==> src/rtl/serial_adder_pkg.sv <==
// serial_adder_pkg: shared types and helpers for the bit-serial adder.
// State encoding is fixed so the FSM can be probed against older tooling.
package serial_adder_pkg;

  typedef enum logic [1:0] {
    IDLE = 2'd0,
    RUN  = 2'd1,
    DONE = 2'd2
  } state_t;

  // Counter wide enough to hold values 0..w.
  function automatic int cnt_width(input int w);
    return $clog2(w + 1);
  endfunction

endpackage

==> src/rtl/full_adder.sv <==
// full_adder: single-bit combinational full adder cell.
module full_adder (
  input  logic a,
  input  logic b,
  input  logic cin,
  output logic s,
  output logic cout
);

  assign s    = a ^ b ^ cin;
  assign cout = (a & b) | (a & cin) | (b & cin);

endmodule

==> src/rtl/serial_adder.sv <==
// serial_adder: WIDTH-bit operands added LSB-first through one full_adder
// cell and a carry flop. Result and carry register together with a one-cycle
// done pulse; start is honoured only in IDLE or DONE.
// Optional build macro SERIAL_ADDER_SUB_EN adds the sub input (two's
// complement subtract) and the ovf signed-overflow output.
module serial_adder
  import serial_adder_pkg::*;
#(
  parameter int WIDTH = 8
) (
  input  logic             clk,
  input  logic             rst,
  input  logic             start,
  input  logic [WIDTH-1:0] a,
  input  logic [WIDTH-1:0] b,
  input  logic             cin,
`ifdef SERIAL_ADDER_SUB_EN
  input  logic             sub,
  output logic             ovf,
`endif
  output logic             busy,
  output logic             done,
  output logic [WIDTH-1:0] sum,
  output logic             cout
);

  localparam int               CW   = cnt_width(WIDTH);
  localparam logic [CW-1:0]    LAST = CW'(WIDTH - 1);

  state_t           state_reg;
  logic [WIDTH-1:0] a_sh_reg;
  logic [WIDTH-1:0] b_sh_reg;
  logic [WIDTH-1:0] psum_reg;
  logic             carry_reg;
  logic [CW-1:0]    cnt_reg;
  logic             busy_reg;
  logic             done_reg;
  logic [WIDTH-1:0] sum_reg;
  logic             cout_reg;

  logic             accept;
  logic [WIDTH-1:0] b_load;
  logic             c_load;
  logic             fa_s;
  logic             fa_c;
  logic             last_bit;

  // One full-adder cell does all the arithmetic; it always sees bit 0 of
  // the shift registers and the current carry.
  full_adder u_fa (
    .a    (a_sh_reg[0]),
    .b    (b_sh_reg[0]),
    .cin  (carry_reg),
    .s    (fa_s),
    .cout (fa_c)
  );

  assign accept   = start && (state_reg != RUN);
  assign last_bit = (state_reg == RUN) && (cnt_reg == LAST);

  // Effective B and initial carry: subtract is A + ~B + 1, cin ignored.
  always_comb begin
    b_load = b;
    c_load = cin;
`ifdef SERIAL_ADDER_SUB_EN
    if (sub) begin
      b_load = ~b;
      c_load = 1'b1;
    end
`endif
  end

  // FSM and status flags; done is a single-cycle pulse on the final bit.
  always_ff @(posedge clk or posedge rst) begin
    if (rst) begin
      state_reg <= IDLE;
      busy_reg  <= 1'b0;
      done_reg  <= 1'b0;
    end else begin
      done_reg <= 1'b0;
      case (state_reg)
        IDLE, DONE: begin
          if (accept) begin
            state_reg <= RUN;
            busy_reg  <= 1'b1;
          end else begin
            state_reg <= IDLE;
          end
        end
        RUN: begin
          if (last_bit) begin
            state_reg <= DONE;
            busy_reg  <= 1'b0;
            done_reg  <= 1'b1;
          end
        end
        default: begin
          state_reg <= IDLE;
          busy_reg  <= 1'b0;
        end
      endcase
    end
  end

  // Operand shift registers, carry flop, partial sum and bit counter.
  always_ff @(posedge clk or posedge rst) begin
    if (rst) begin
      a_sh_reg  <= '0;
      b_sh_reg  <= '0;
      psum_reg  <= '0;
      carry_reg <= 1'b0;
      cnt_reg   <= '0;
    end else if (accept) begin
      a_sh_reg  <= a;
      b_sh_reg  <= b_load;
      carry_reg <= c_load;
      cnt_reg   <= '0;
    end else if (state_reg == RUN) begin
      a_sh_reg  <= {1'b0, a_sh_reg[WIDTH-1:1]};
      b_sh_reg  <= {1'b0, b_sh_reg[WIDTH-1:1]};
      psum_reg  <= {fa_s, psum_reg[WIDTH-1:1]};
      carry_reg <= fa_c;
      cnt_reg   <= cnt_reg + CW'(1);
    end
  end

  // Result registers update only on the final bit and hold otherwise.
  always_ff @(posedge clk or posedge rst) begin
    if (rst) begin
      sum_reg  <= '0;
      cout_reg <= 1'b0;
    end else if (last_bit) begin
      sum_reg  <= {fa_s, psum_reg[WIDTH-1:1]};
      cout_reg <= fa_c;
    end
  end

`ifdef SERIAL_ADDER_SUB_EN
  logic ovf_reg;

  // On the last bit the cell inputs are the operand MSBs and fa_s is the
  // result MSB, so overflow is decided without storing the MSBs separately.
  always_ff @(posedge clk or posedge rst) begin
    if (rst) begin
      ovf_reg <= 1'b0;
    end else if (last_bit) begin
      ovf_reg <= (a_sh_reg[0] == b_sh_reg[0]) && (fa_s != a_sh_reg[0]);
    end
  end

  assign ovf = ovf_reg;
`endif

  assign busy = busy_reg;
  assign done = done_reg;
  assign sum  = sum_reg;
  assign cout = cout_reg;

endmodule

==> config.mk <==
export PLATFORM = sky130hd
export DESIGN_NAME = serial_adder
export DESIGN_NICKNAME = d
export VERILOG_FILES = /design/src/rtl/serial_adder_pkg.sv /design/src/rtl/full_adder.sv /design/src/rtl/serial_adder.sv
export SDC_FILE = /design/constraint.sdc
export NUM_CORES = 1
export LEC_CHECK = 0
export ABC_CLOCK_PERIOD_IN_PS = 1500
export CAP_MARGIN = 15
export CORE_MARGIN = 2
export CORE_UTILIZATION = 52
export DETAILED_ROUTE_END_ITERATION = 8
export PLACE_DENSITY_LB_ADDON = 0.15
export SLEW_MARGIN = 25
export SYNTH_ARGS = -nofsm -noshare
export SYNTH_HDL_FRONTEND = slang
export SYNTH_SLANG_ARGS = --single-unit
==> constraint.sdc <==
create_clock -name clk -period 1.5 [get_ports clk]
set_input_delay 0.3 -clock clk [delete_from_list [all_inputs] [get_ports clk]]
set_output_delay 0.3 -clock clk [all_outputs]
set_load 0.02 [all_outputs]
### After elaboration in Yosys (flattened, before gate mapping)

Index checks and enable logic that the tools add are counted.

* add/sub/neg operators: 1
* $mul: 0
* div/mod/pow operators: 0
* magnitude comparators: 0
* eq/ne operators: 6
* shifts and indexed selects: 0
* multiplexer cells: 16
* bitwise logic cells: 8
* reductions and logical operators: 7

Operator list (number)
* 8-bit 2-to-1 mux: 4
* 4-bit 2-to-1 mux: 2
* 1-bit 2-to-1 mux: 7
* 4-bit by 1-bit adder with 4-bit output, second input constant: 1
* 4-bit by 3-bit == test with 1-bit output, second input constant: 1
* 2-bit != test, second input constant: 2
* 2-bit one-hot mux with 2 select lines: 1
* 2-bit AND reduction: 2
* 1-bit bitwise AND: 3
* 2-bit by 1-bit == test with 1-bit output, second input constant: 1
* 2-bit == test, second input constant: 1
* 1-bit logical AND: 2
* 2-bit zero test: 1
* 2-bit 2-to-1 mux: 1
* 2-bit by 1-bit != test with 1-bit output, second input constant: 1
* 1-bit OR: 2
* 1-bit one-hot mux with 2 select lines: 1
* 2-bit nonzero test: 1
* 2-bit OR reduction: 1
* 1-bit bitwise XOR: 2
* 1-bit inverter: 1

* bits in registers: 42
* bits in latches: 0
* memory bits (writable): 0
* bits in read-only memories: 0
* output and inout bits: 11
* logic and storage cells: 48
* memories: 0

### Logic depth before layout (Yosys ltp)

Gate-level depths: netlist of run 1.

* word-level depth: 5
* mapped depth: 5

### Cells and area by module

From an unflattened synthesis of run 1, not the netlist that was laid out.

* cells, all modules: 155
* area total of the unflattened synthesis: 1785.5 µm²

Modules (own cells, without submodules)
* serial_adder: instances 1, cells each 154, area an instance 1765.4 µm², sequential area each 1026.0 µm²
* full_adder: instances 1, cells each 1, area an instance 20.0 µm², sequential area each 0.0 µm²

### Least setup slack after synthesis of run 1

Ideal clock, no wire load.

* path type: flip-flop to flip-flop
* start: register cnt_reg[0]
* end: register sum_reg[0] (netlist: sum[0])
* setup time: 0.125 ns
* data arrival time: 1.204 ns
* data required time: 1.375 ns
* slack: 0.171 ns
* cell stages (with the launch flop): 5
* path buffers: 0
* clock period less this slack: 1.329 ns
* cell sequence: dfrtp_1 > ha_1 > nand3b_4 > nor2_8 > mux2_2

* cells in the longest elaborated chain, start to end: 2

Ends and longest elaborated chain
* from (decl): RTL line serial_adder.sv:35 `logic [CW-1:0] cnt_reg;`
* from (signal assigned): RTL line serial_adder.sv:123 `cnt_reg <= cnt_reg + CW'(1);`
* 4-bit by 3-bit == test with 1-bit output: RTL line serial_adder.sv:59 `assign last_bit = (state_reg == RUN) && (cnt_reg == LAST);`
* 1-bit logical AND: RTL line serial_adder.sv:59
* named net last_bit: RTL line serial_adder.sv:46 `logic last_bit;`
* to (signal assigned): RTL line serial_adder.sv:133 `sum_reg <= {fa_s, psum_reg[WIDTH-1:1]};`
* to (decl): RTL line serial_adder.sv:38 `logic [WIDTH-1:0] sum_reg;`

The timed path passes the listed nets, and every way through them passes these cells.
A chain may end at the register's enable or synchronous reset.

### Worst setup path in the final report of run 1

* start: register cnt_reg[1]
* end: register sum_reg[3] (netlist: sum[3])

Same word-level chain as after synthesis.

==> summary.log, run 1 <==
INFO  status         outcome=completed
INFO  cts            h_tree_depth_reported_by_cts=2
INFO  critical_path  worstPathCellList=ha_2 > nand3b_4 > nor2_8 > mux2_2
INFO  cts            tritoncts=done
INFO  cts            clk_root_buffer_cell=sky130_fd_sc_hd__clkbuf_4
INFO  floorplan      initial_utilization=54.0%
INFO  timing         tns=0ns
INFO  yosys          cell_count_after_synthesis=155
INFO  drt            drt-pass1-iter-count=4
INFO  yosys          post-synth-top-count-cell=sky130_fd_sc_hd__dfrtp_1
INFO  drt            viasPerCell=5.13
INFO  global_routing global_route.overflow_total=0
INFO  critical_path  cp-end-kind=flop
INFO  finish         drive_above_1_share=12.2%
INFO  critical_path  crit_family=flip-flops
INFO  floorplan      io_pins=31
INFO  global_routing overall_routing_resource_usage=17.6%
INFO  timing         report.final.slew_viol_count=0
INFO  drt            postRouteWirelength=3000um
INFO  power          max-vdd-ir-drop=0.786mV
INFO  timing         period_share=93.8%
INFO  critical_path  crit_arrival=1.64ns
INFO  drt            detailedRoute.firstIterationViolations=59
INFO  global_routing wire_length_of_the_first_global_routing_pass=5330um
INFO  cts            cts.sinks=41
INFO  critical_path  setup.worst_path.start=cnt_reg[1]$_DFFE_PP0P_
INFO  yosys          post_synth_design_cell_area=1790um^2
INFO  place          hpwl=2150um
INFO  floorplan      core_box_area=3310um^2
INFO  critical_path  worst-path-max-fanout=10
INFO  floorplan      die_area=3930um^2
INFO  yosys          synth_area_per_cell=11.5um^2
INFO  drt            dr_total_vias=1,205
INFO  run            maxcap_violations=0
INFO  timing         report.final.hold_viol_count=0
INFO  critical_path  cpMaxStageDelayCell=sky130_fd_sc_hd__dfrtp_1
INFO  timing         worst_pin_slew=0.250ns
INFO  floorplan      fp.dieH=62.7um
INFO  critical_path  reg2reg_depth=4
INFO  yosys          synth-main-ff-cell=sky130_fd_sc_hd__dfrtp_1
INFO  global_routing grt_max_degree=42
INFO  drt            antenna_violating_nets_post_route=0
INFO  yosys          synthesis.yosys.warnings=0
INFO  power          power_per_cell_area=1760nW/um^2
INFO  timing         setup_viol=0
INFO  yosys          ys_seq_elements=41
INFO  global_routing grtUsageMet2=29.7%
INFO  global_routing grtUsageMet3=3.96%
INFO  global_routing grt_most_used_layer=met2
INFO  place          gp_routability_congestion=0.755
INFO  critical_path  r2r-start=cnt_reg[1]$_DFFE_PP0P_
INFO  critical_path  cp_num_buf_inv=0
INFO  critical_path  setup.worst_path.class=reg -> reg
INFO  yosys          ys_types=24
INFO  timing         final.setup_skew=0.00755ns
INFO  global_routing antenna_violations_before_repair=0
INFO  drt            route.detailed.drc=0
INFO  cts            clk_pin_slew=0.11ns
INFO  floorplan      std_cell_rows=21
INFO  floorplan      die_w=62.7um
INFO  finish         antenna-diode-count=0
INFO  power          leakagePower=1.09nW
INFO  timing         max_freq=0.711GHz
INFO  global_routing grtUsageMet1=20.8%
INFO  drt            detail_route.wl_per_cell=12.8um
INFO  yosys          share_of_async_settable_or_async_resettable_flops_after_synthesis=100%
INFO  cts            clock_tree.buffer_depth=2
INFO  critical_path  timing.critical_path.from_type=flop
INFO  yosys          synth.top_cell.area_share=57.3%
INFO  cts            cts_buffers=5
INFO  cts            clkLatencyLatePin=0.34ns
INFO  yosys          netlist.top_cell.by_area=sky130_fd_sc_hd__dfrtp_1
INFO  critical_path  timing.critical_path.required=1.73ns
INFO  yosys          synth.top_cells.by_area=sky130_fd_sc_hd__dfrtp_1 (57%), sky130_fd_sc_hd__mux2i_1 (10%), sky130_fd_sc_hd__nand2_1 (8.2%), sky130_fd_sc_hd__o21ai_0 (5.0%), sky130_fd_sc_hd__mux2_2 (4.4%)
INFO  finish         syn2layout_area_growth=22.6%
INFO  yosys          synth.cells.most_frequent=sky130_fd_sc_hd__dfrtp_1 (41), sky130_fd_sc_hd__nand2_1 (39), sky130_fd_sc_hd__mux2i_1 (18), sky130_fd_sc_hd__o21ai_0 (18), sky130_fd_sc_hd__mux2_2 (7)
INFO  place          port_buffers=30
INFO  yosys          synth_seq_area_share=57.3%
INFO  yosys          synth-edff-count=0
INFO  timing         final.min_clock_period=1.41ns
INFO  critical_path  critical-path-max-stage-delay=0.39ns
INFO  yosys          synth_nets=177
INFO  finish         final_core_utilization=66.3%
INFO  critical_path  timing.reg2reg.setup_slack=0.09ns
INFO  global_routing via_count_of_the_first_global_routing_pass=1,267
INFO  timing         max_slew_margin=83.4%
INFO  finish         instances_no_fill=235
INFO  finish         layout.nets=211
INFO  critical_path  reg2reg_to=sum[3]$_DFFE_PP0P_
INFO  place          place.detailed.instances=228
INFO  timing         unrepaired_setup_endpoints_after_global_routing=false
INFO  worst_hold_path worst_hold_path_type=in -> async
-- power by group --
| group | switching, mW | internal, mW | leakage (nW) |
|---|---|---|---|
| registers | 0.279 | 1.56 | 0.523 |
| logic | 0.816 | 0.663 | 0.539 |
| clock network | 0.324 | 0.222 | 0.0314 |
-- worst max-delay path by stage --
stage | cells after the start | slack [ns] | endpoint
after CTS | 4 | 0.05 | sum[3]$_DFFE_PP0P_
after global placement | 4 | 0.09 | sum[5]$_DFFE_PP0P_
after detailed placement | 4 | 0.02 | b_sh_reg[5]$_DFFE_PP0P_
final | 4 | 0.09 | sum[3]$_DFFE_PP0P_
after floorplan | 4 | 0.17 | sum[0]$_DFFE_PP0P_
after global routing | 4 | 0.01 | sum[1]$_DFFE_PP0P_
-- layout by cell type (no fill, tap or decap) --
master | Yosys | routed
sky130_fd_sc_hd__nand3b_4 | 1 | 1
sky130_fd_sc_hd__and2_1 | 1 | 1
sky130_fd_sc_hd__mux2_4 | 1 | 1
sky130_fd_sc_hd__clkdlybuf4s50_1 | 0 | 19
sky130_fd_sc_hd__o21ai_0 | 18 | 18
sky130_fd_sc_hd__fa_1 | 1 | 1
sky130_fd_sc_hd__o22a_1 | 1 | 1
sky130_fd_sc_hd__nand2_1 | 39 | 39
sky130_fd_sc_hd__nor2_1 | 5 | 5
sky130_fd_sc_hd__clkbuf_4 | 0 | 5
sky130_fd_sc_hd__inv_1 | 2 | 2
sky130_fd_sc_hd__and2b_1 | 1 | 1
sky130_fd_sc_hd__dfrtp_1 | 41 | 41
sky130_fd_sc_hd__nand2b_4 | 1 | 1
sky130_fd_sc_hd__clkbuf_1 | 0 | 1
sky130_fd_sc_hd__clkbuf_8 | 0 | 1
sky130_fd_sc_hd__mux2_2 | 7 | 7
sky130_fd_sc_hd__a21oi_1 | 1 | 1
sky130_fd_sc_hd__nor2_8 | 1 | 1
sky130_fd_sc_hd__ha_2 | 0 | 1
sky130_fd_sc_hd__mux2i_1 | 18 | 18
sky130_fd_sc_hd__buf_12 | 0 | 2
sky130_fd_sc_hd__nand3_1 | 2 | 2
sky130_fd_sc_hd__nand3b_1 | 2 | 2
sky130_fd_sc_hd__dlygate4sd2_1 | 0 | 11
sky130_fd_sc_hd__buf_4 | 3 | 3
sky130_fd_sc_hd__o21ai_1 | 1 | 1
sky130_fd_sc_hd__mux2_1 | 2 | 2
-- stage by stage --
stage          total power, mW  hold WS [ns]  area [um^2]  worst slack (ns)
2_1_floorplan             2.94         0.440         1790             0.171
3_3_place_gp              3.35         0.453         2150            0.0859
3_5_place_dp              3.45         0.468         2150            0.0231
4_1_cts                   3.91         0.311         2190            0.0478
5_1_grt                   4.19         0.338         2190            0.0119
6_report                  3.86         0.315         2190            0.0937
-- logic make-up (layout without fill, tap and decap cells) --
kind of cell / count (synthesis) / after routing / synth area share [%]
buf+inv: 10 / 44 / 3.78
simple gates: 53 / 53 / 14.4
fa+ha+maj: 2 / 2 / 1.82
flops: 41 / 41 / 57.3
mux: 28 / 28 / 16.6
compound gates: 21 / 21 / 6.08
-- metal layers --
layer	up-vias	share of wire (%)
met1	578	45
met3	8	4.3
met4	0	2.2
met5	-	0
li1	587	-
met2	32	48
-- repair_timing --
item	CTS	global route
hold buffers	0	0
setup buffers	0	0
resized for setup	11	1
hold endpoints to repair	0	0
setup endpoints to repair	11	9
-- final cells by class --
type / instances / area, um^2
Fill cell: 267 / 1120
Sequential cell: 41 / 1030
Multi-Input combinational cell: 104 / 698
Timing Repair Buffer: 35 / 349
Tap cell: 46 / 57.6
Clock buffer: 7 / 55.1
Inverter: 2 / 7.51
-- tightest hold or removal path: cells and delay by family --
family / cells / cell delay (ns)
buf+inv: 3 / 0.73
(Power assumes the default switching activity.)
==> inputs of run 2 (changes only) <==
Settings changed: CORE_UTILIZATION 52 to 61, DONT_BUFFER_PORTS set to 1, GPL_TIMING_DRIVEN set to 0, TNS_END_PERCENT set to 10.
==> run 2 against run 1 <==
Compared with the run above: die area down 14%; critical path depth unchanged; sequential share of layout area up 5.5 points; register-to-register slack worse by 0.05 ns; cell count down 16%; power up 3.3%; via count down 3.2%; fmax down 3.3%; flip-flop and latch count unchanged; clock power up 24%; highest routed layer unchanged.
==> summary.log, run 2 (synthesis gave the netlist of run 1 again) <==
INFO  status         outcome=completed [unchanged]
INFO  timing         report.final.hold_viol_count=0 [unchanged]
INFO  timing         period_share=96.9% [was 93.8%]
INFO  critical_path  timing.critical_path.required=1.73ns [about the same]
INFO  finish         final_cell_mix=sky130_fd_sc_hd__dfrtp_1 (41), sky130_fd_sc_hd__nand2_1 (39), sky130_fd_sc_hd__mux2i_1 (18), sky130_fd_sc_hd__o21ai_0 (18), sky130_fd_sc_hd__mux2_2 (7) [was sky130_fd_sc_hd__dfrtp_1 (41), sky130_fd_sc_hd__nand2_1 (39), sky130_fd_sc_hd__clkdlybuf4s50_1 (19)]
INFO  cts            clock_tree.buffer_depth=2 [unchanged]
INFO  cts            clk_pin_slew=0.12ns [was 0.11 ns]
INFO  global_routing global_route.overflow_total=0 [unchanged]
INFO  global_routing overall_routing_resource_usage=22.1% [was 17.6%]
INFO  drt            viasPerCell=5.92 [was 5.13]
INFO  critical_path  r2r-start=cnt_reg[0]$_DFFE_PP0P_ [was cnt_reg[1]$_DFFE_PP0P_]
INFO  finish         layout.nets=188 [was 211]
INFO  drt            postRouteWirelength=3340um [was 3000 um]
INFO  timing         final.min_clock_period=1.45ns [was 1.41 ns]
INFO  place          gp_routability_congestion=0.732 [was 0.755]
INFO  timing         report.final.slew_viol_count=0 [unchanged]
INFO  place          detailed_place.area=1850um^2 [was 2150 um^2]
INFO  critical_path  worst-path-max-fanout=5 [was 10]
INFO  timing         setup_viol=0 [unchanged]
INFO  floorplan      std_cell_rows=19 [was 21]
INFO  cts            clk_root_buffer_cell=sky130_fd_sc_hd__clkbuf_4 [unchanged]
INFO  global_routing via_count_of_the_first_global_routing_pass=1,171 [was 1,267]
INFO  floorplan      initial_utilization=64.3% [was 54.0%]
INFO  worst_hold_path worst_hold_path_type=in -> reg [was in -> async]
INFO  drt            route.detailed.drc=0 [unchanged]
INFO  drt            dr_total_vias=1,167 [was 1,205]
INFO  place          place.detailed.instances=187 [was 228]
INFO  cts            cts_buffers=5 [unchanged]
INFO  floorplan      io_pins=31 [unchanged]
INFO  critical_path  setup.worst_path.start=cnt_reg[0]$_DFFE_PP0P_ [was cnt_reg[1]$_DFFE_PP0P_]
INFO  critical_path  cp-end-kind=flop [unchanged]
INFO  power          leakagePower=0.983nW [was 1.09 nW]
INFO  timing         max_slew_margin=79.3% [was 83.4%]
INFO  finish         instances_no_fill=197 [was 235]
INFO  finish         final_design_area_no_fill=1960um^2 [was 2190 um^2]
INFO  drt            detailedRoute.firstIterationViolations=61 [was 59]
INFO  run            maxcap_violations=0 [unchanged]
INFO  floorplan      die_w=58.2um [was 62.7 um]
INFO  critical_path  setup.worst_path.class=reg -> reg [unchanged]
INFO  timing         worst_pin_slew=0.309ns [was 0.250 ns]
INFO  place          hpwl=2310um [was 2150 um]
INFO  power          power_per_cell_area=2030nW/um^2 [was 1760 nW/um^2]
INFO  drt            antenna_violating_nets_post_route=0 [unchanged]
INFO  timing         max_freq=0.688GHz [was 0.711 GHz]
INFO  floorplan      core_box_area=2780um^2 [was 3310 um^2]
INFO  floorplan      die_area=3380um^2 [was 3930 um^2]
INFO  global_routing grt_max_degree=29 [was 42]
INFO  drt            detail_route.wl_per_cell=16.9um [was 12.8 um]
INFO  timing         final.setup_skew=0.00909ns [was 0.00755 ns]
INFO  floorplan      fp.dieH=58.2um [was 62.7 um]
INFO  place          port_buffers=0 [was 30]
INFO  cts            tritoncts=done [unchanged]
INFO  cts            clkLatencyLatePin=0.35ns [was 0.34 ns]
INFO  cts            cts.sinks=41 [unchanged]
INFO  global_routing antenna_violations_before_repair=0 [unchanged]
INFO  power          max-vdd-ir-drop=1.57mV [was 0.786 mV]
INFO  drt            drt-pass1-iter-count=5 [was 4]
INFO  finish         antenna-diode-count=0 [unchanged]
INFO  critical_path  crit_arrival=1.69ns [was 1.64 ns]
INFO  finish         syn2layout_area_growth=9.65% [was 22.6%]
INFO  critical_path  timing.critical_path.from_type=flop [unchanged]
INFO  finish         most_common_library_cell_in_the_layout_ignoring_fill_and_taps=sky130_fd_sc_hd__dfrtp_1 [unchanged]
INFO  cts            h_tree_depth_reported_by_cts=2 [unchanged]
INFO  finish         drive_above_1_share=18.7% [was 12.2%]
INFO  global_routing wire_length_of_the_first_global_routing_pass=5430um [was 5330 um]
INFO  timing         unrepaired_setup_endpoints_after_global_routing=false [unchanged]
INFO  worst_hold_path hold_path_startpoint=a[7]
==> run 2: cell types whose count changed in the layout (fill, tap and decap cells not counted), sizes merged, moves of 2 or more <==
| cell | delta |
|---|---|
| buf | +5 |
| dlygate4sd2 | -11 |
| clkbuf | -2 |
| clkdlybuf4s50 | -19 |
==> run 2: area by class of cell <==
type	instances	area [um^2]
Sequential cell	41	1030
Timing Repair Buffer	3	37.5
Buffer	8	60.1
Multi-Input combinational cell	105	719
Inverter	2	7.51
Tap cell	31	38.8
Fill cell	217	820
Clock buffer	5	37.5
Clock inverter	2	35.0
==> run 2: worst paths after layout <==
check,cells past startpoint,slack (ns),end
worst max-delay path,4,0.05,sum[7]$_DFFE_PP0P_
worst min-delay path,2,0.12,a_sh_reg[7]$_DFFE_PP0P_
worst max register to register,4,0.05,sum[7]$_DFFE_PP0P_
worst min register to register,2,0.50,b_sh_reg[3]$_DFFE_PP0P_
max in group asynchronous,3,0.71,b_sh_reg[7]$_DFFE_PP0P_
min in group asynchronous,2,0.35,psum_reg[5]$_DFFE_PP0P_
==> run 2: layer usage <==
metal | up-vias | GRT usage [%] | wire [um]
li1 | 542 | - | -
met3 | 9 | 6.03 | 142
met4 | 0 | 10.6 | 57
met5 | - | 0 | 0
met2 | 27 | 36.0 | 1770
met1 | 589 | 27.5 | 1370
==> run 2: where the power goes <==
group	switching, mW	leakage [nW]	internal (mW)
logic	0.660	0.418	0.588
clock network	0.339	0.0410	0.340
registers	0.503	0.523	1.56
==> run 2: what timing repair did <==
action                                  CTS  global route
endpoints found under the setup margin    0             9
resized for setup                         0             2
endpoints found under the hold margin    13             0
hold buffers                              1             0
buffers inserted                          0             1
==> run 2: through the flow <==
step / TNS [ns] / hold WS, ns / util (%) / total power, mW / worst slack, ns
after floorplan: 0 / 0.440 / - / 2.94 / 0.171
after global placement: -4.06 / 0.458 / 65.7 / 3.15 / -0.100
after detailed placement: 0 / 0.150 / 66.4 / 3.28 / 0.0229
after CTS: 0 / 0.110 / 69.4 / 3.95 / 0.00908
after global routing: 0 / 0.110 / 70.5 / 4.29 / 0.00315
final: 0 / 0.116 / 70.5 / 3.99 / 0.0464
==> run 2: critical path, stage by stage (launching register included) <==
cell and delay [ns]:
sky130_fd_sc_hd__dfrtp_1 0.46, sky130_fd_sc_hd__ha_4 0.18, sky130_fd_sc_hd__nand3b_4 0.14, sky130_fd_sc_hd__nor2_4 0.20
sky130_fd_sc_hd__mux2_1 0.35
